$ cat config.mk
export PLATFORM = sky130hd
export DESIGN_NAME = bcd_serial_adder_ctrl
export DESIGN_NICKNAME = d
export VERILOG_FILES = /design/src/rtl/bcd_serial_adder_ctrl.sv
export SDC_FILE = /design/constraint.sdc
export NUM_CORES = 1
export LEC_CHECK = 0
export CORE_MARGIN = 1
export CORE_UTILIZATION = 50
export DETAILED_ROUTE_END_ITERATION = 6
export PLACE_DENSITY = 0.9
export SETUP_SLACK_MARGIN = 0.3
export SLEW_MARGIN = 10
export SYNTH_ARGS = -nofsm -noshare
export SYNTH_HDL_FRONTEND = slang
export SYNTH_SLANG_ARGS = --single-unit
$ cat constraint.sdc
create_clock -name clk -period 4.85 [get_ports clk]
set_input_delay 0.7275 -clock clk [delete_from_list [all_inputs] [get_ports clk]]
set_output_delay 0.7275 -clock clk [all_outputs]
set_load 0.05 [all_outputs]
$ cat src/rtl/bcd_serial_adder_ctrl.sv
`default_nettype none
// ============================================================================
// Module      : bcd_serial_adder_ctrl
// Description : Digit-serial packed-BCD adder, one decimal digit per cycle, LSD first.
// Revision    : 1.0 - initial release
// ============================================================================
module bcd_serial_adder_ctrl #(
    parameter int DIGITS = 4
) (
    input  logic                clk,
    input  logic                rst_n,
    input  logic                start,
    input  logic                cin,
    input  logic [4*DIGITS-1:0] a,
    input  logic [4*DIGITS-1:0] b,
    output logic                busy,
    output logic                done,
    output logic [4*DIGITS-1:0] sum,
    output logic                cout,
    output logic                err
);

    localparam int c_idx_w = (DIGITS > 1) ? $clog2(DIGITS) : 1;
    localparam logic [c_idx_w-1:0] c_last_idx = c_idx_w'(DIGITS - 1);

    typedef enum logic [1:0] {
        S_IDLE = 2'd0,
        S_ADD  = 2'd1,
        S_DONE = 2'd2
    } state_t;

    state_t               r_state;
    state_t               w_next;
    logic [4*DIGITS-1:0]  r_a;
    logic [4*DIGITS-1:0]  r_b;
    logic                 r_c;
    logic [c_idx_w-1:0]   r_idx;
    logic [4*DIGITS-1:0]  r_sum;
    logic                 r_cout;
    logic                 r_err;

    logic [3:0]           w_a_dig;
    logic [3:0]           w_b_dig;
    logic [4:0]           w_t;
    logic [3:0]           w_dig;
    logic                 w_c;
    logic                 w_err;

    always_ff @(posedge clk) begin
        if (!rst_n) begin
            r_state <= S_IDLE;
        end else begin
            r_state <= w_next;
        end
    end

    always_comb begin
        w_next = r_state;
        case (r_state)
            S_IDLE:  if (start) w_next = S_ADD;
            S_ADD:   if (r_idx == c_last_idx) w_next = S_DONE;
            S_DONE:  w_next = S_IDLE;
            default: w_next = S_IDLE;
        endcase
    end

    // Shared digit adder; the (t+6) mod 16 correction only needs the low nibble of t.
    always_comb begin
        w_a_dig = r_a[{r_idx, 2'b00} +: 4];
        w_b_dig = r_b[{r_idx, 2'b00} +: 4];
        w_t     = {1'b0, w_a_dig} + {1'b0, w_b_dig} + {4'b0000, r_c};
        w_dig   = w_t[3:0];
        w_c     = 1'b0;
        if (w_t > 5'd9) begin
            w_dig = w_t[3:0] + 4'd6;
            w_c   = 1'b1;
        end
    end

    always_comb begin
        w_err = 1'b0;
        for (int i = 0; i < DIGITS; i++) begin
            if ((a[4*i +: 4] > 4'd9) || (b[4*i +: 4] > 4'd9)) begin
                w_err = 1'b1;
            end
        end
    end

    always_ff @(posedge clk) begin
        if (!rst_n) begin
            r_a    <= '0;
            r_b    <= '0;
            r_c    <= 1'b0;
            r_idx  <= '0;
            r_sum  <= '0;
            r_cout <= 1'b0;
            r_err  <= 1'b0;
        end else begin
            case (r_state)
                S_IDLE: begin
                    if (start) begin
                        r_a    <= a;
                        r_b    <= b;
                        r_c    <= cin;
                        r_idx  <= '0;
                        r_sum  <= '0;
                        r_cout <= 1'b0;
                        r_err  <= w_err;
                    end
                end
                S_ADD: begin
                    r_sum[{r_idx, 2'b00} +: 4] <= w_dig;
                    r_c <= w_c;
                    if (r_idx == c_last_idx) begin
                        r_cout <= w_c;
                        r_idx  <= '0;
                    end else begin
                        r_idx <= r_idx + c_idx_w'(1);
                    end
                end
                default: begin
                end
            endcase
        end
    end

    assign busy = (r_state != S_IDLE);
    assign done = (r_state == S_DONE);
    assign sum  = r_sum;
    assign cout = r_cout;
    assign err  = r_err;

endmodule
`default_nettype wire

==> out/summary.txt <==
Die Width: 73.1 µm
GR Overflow Total: 0
Worst-Skew Late Latency: 0.31 ns
Setup TNS Final: 0 ns
Max Cap Viol: 0
post-route ant nets: 0
CP Launch Type: flop
Core Region: 0.00479 mm²
Die Ht: 73.1 µm
max frequency: 267 MHz
Final Setup Violations: 0
vias in the first global route: 2168
pwr dens: 304 mW/mm²
Synth Area per Inst: 8.83 µm²
min-delay worst type: flop to flop
worst slew pin tran: 1.10 ns
P_leak: 1.20 nW
largest net degree at the start of global routing: 42
IO Pins: 56
Unique masters post-synth: 32
r2r setup slk: 1.10 ns
CTS sink cnt: 55
root buffer cell: clkbuf_8
prevailing post-synth register cell: dfxtp_1
outcome: completed
cell taking the most area after synthesis: dfxtp_1
CP Data Required Time: 5.08 ns
Resize count post-CTS: 0
main area contributors after synthesis: dfxtp_1 44%, nand2_1 11%, mux4_2 7.1%, a21boi_0 6.2%, a21oi_1 4.0%
Multi-input gate area: 0.00134 mm²
Seq/Total Area, Yosys: 0.436
Switch Pwr: 0.267 mW
drt first-iter violations: 157
IO buf count: 55
share of power burned in registers: 0.497
placed wire-length estimate: 4230 µm
final WL: 5870 µm
Initial Utilization: 0.528
first-pass GRT wire length: 9690 µm
CP Data Arrival Time: 3.98 ns
clk slew on worst S/H paths: 0.09 ns
sequential cell area: 0.00110 mm²
final slew viol count: 0
Combinational Power Share: 0.207
fraction of layout cells with a size suffix above 1: 0.0682
Synth top area share: 0.436
Post-synth EDFFs: 0
Clock power frac: 0.296
vias post-DR: 2236
Max Clock Skew: 0.0101 ns
GR Util All Layers: 0.241
routed length per instance: 14.5 µm
cts hold-fix bufs: 0
drt first pass iters: 5
Synth Instances: 286
ant diodes: 0
synth-to-layout area growth: 28.0%
Final Critical Period: 3.75 ns
count of state elements after synthesis: 55
Netlist Area Pre-Place: 0.00253 mm²
Synth async-reset ratio: 0
Max VDD drop: 0.213 mV
GPL Wtd Cong: 0.828
Layout Nets: 383
initial antenna violation count: 0
Slew HR: 0.262
Final period util: 0.773
Setup Buffers After CTS: 0
syn_nets: 332
Die Area: 0.00534 mm²
internal power: 0.714 mW
Post-route DRC: 0
Sw Share: 0.272
drt via density: 5.53
H-tree levels: 2
Crit Path Max Fanout: 6
Tot Pwr: 0.982 mW
clk buf depth: 2
Final Hold Viols: 0
CTS tree: done
Worst Path Class, Setup: flop to flop
Filler cells: 357
YS warnings: 0
number of CTS-inserted buffers: 5
row count: 25
RSZ-0062 raised after global routing: false
Setup crit end kind: flop
registers in the layout, indices dropped and copies added (netlist names):
name / cells
r_a: 16
r_b: 16
sum: 16
r_idx: 2
r_state: 2
cout: 1
err: 1
r_c: 1
area by class of cell:
| cell class | count | share of cell area |
|---|---|---|
| clock buffers | 6 | 0.0224 |
| clock inverters | 1 | 0.00928 |
| inverters | 8 | 0.00928 |
| multi-input cells | 208 | 0.413 |
| flip-flops and latches | 55 | 0.340 |
| well taps | 67 | 0.0259 |
| repair buffers | 59 | 0.179 |
cell usage after synthesis, types with 2 or more instances:
| cell | count |
|---|---|
| nand3_1 | 9 |
| a21oi_1 | 20 |
| nor2b_1 | 8 |
| buf_2 | 2 |
| clkbuf_1 | 10 |
| fa_1 | 2 |
| and2_1 | 2 |
| nor2_1 | 12 |
| xnor2_1 | 2 |
| and3_1 | 2 |
| mux2i_1 | 2 |
| a32o_1 | 4 |
| ha_1 | 8 |
| nand4_1 | 2 |
| a22oi_1 | 8 |
| buf_1 | 3 |
| inv_1 | 7 |
| o21ai_0 | 12 |
| nor3_1 | 3 |
| nand2_1 | 73 |
| a21o_2 | 2 |
| dfxtp_1 | 55 |
| and4_1 | 2 |
| mux4_2 | 8 |
| a21boi_0 | 21 |
worst max-delay path, cell delays in order (launching register included):
cell	delay, ns
dfxtp_1	0.53
mux4_2	0.57
fa_1	0.45
fa_1	0.42
xnor2_1	0.18
ha_1	0.24
nor2b_1	0.14
a31o_2	0.25
o31ai_4	0.23
mux2i_1	0.32
nand2_1	0.10
o21ai_0	0.21
through the flow:
step	hold WS, ns	utilization	std cells	cell area, µm²	setup WS, ns
finish	0.461	0.676	404	3230	1.10
floorplan	0.433	-	286	2530	1.31
global placement	0.441	0.654	397	3130	1.32
global route	0.482	0.676	404	3230	0.871
detailed placement	0.446	0.654	397	3130	1.21
CTS	0.459	0.676	404	3230	1.12
power by group through the flow:
stage / Sequential (mW) / Clock, mW / Combinational, mW
after floorplan: 0.502 / 0 / 0.124
after global placement: 0.497 / 0 / 0.193
after detailed placement: 0.498 / 0 / 0.200
after CTS: 0.487 / 0.296 / 0.201
after global routing: 0.491 / 0.314 / 0.221
final: 0.488 / 0.291 / 0.203
cell usage in the layout, fill, tap and decap left out:
cell type / instances
a21boi_0: 21
a21o_2: 2
a21oi_1: 20
a22oi_1: 8
a31o_2: 1
a31oi_1: 1
a32o_1: 4
and2_1: 2
and3_1: 2
and4_1: 2
and4b_1: 1
buf_4: 4
bufinv_16: 1
clkbuf_1: 1
clkbuf_8: 5
clkdlybuf4s50_1: 55
clkinv_1: 1
dfxtp_1: 55
fa_1: 2
ha_1: 8
inv_1: 7
mux2i_1: 2
mux4_2: 8
nand2_1: 73
nand2b_1: 1
nand3_1: 9
nand4_1: 2
nor2_1: 12
nor2b_1: 8
nor3_1: 3
o21ai_0: 12
o31ai_4: 1
or2_2: 1
xnor2_1: 2
layer usage:
layer | GRT usage | wire length [µm] | part of all wire
met1 | 0.313 | 2560 | 0.44
met2 | 0.397 | 2890 | 0.49
met3 | 0.0539 | 312 | 0.053
met4 | 0.0763 | 106 | 0.018
met5 | 0 | 0 | 0
worst paths after layout:
| kind | from | to | cells after the start |
|---|---|---|---|
| worst max register to register | r_idx[0] | sum[2] | 11 |
| worst min-delay path | r_a[11] | r_a[11] | 2 |
| worst max-delay path | r_idx[0] | sum[2] | 11 |
| worst min register to register | r_a[11] | r_a[11] | 2 |
logic make-up (layout without fill, tap and decap cells):
logic type	after synthesis	after routing	synth area share
AO/OA/AOI/OAI	70	70	0.187
adder cells (fa/ha/maj)	10	10	0.0555
multiplexers	10	10	0.0792
AND/OR/NAND/NOR	116	116	0.201
buffers and inverters	23	74	0.0352
flip-flops	55	55	0.436
XOR/XNOR	2	2	0.00694
Note: power is estimated with default switching activity, not from simulation.
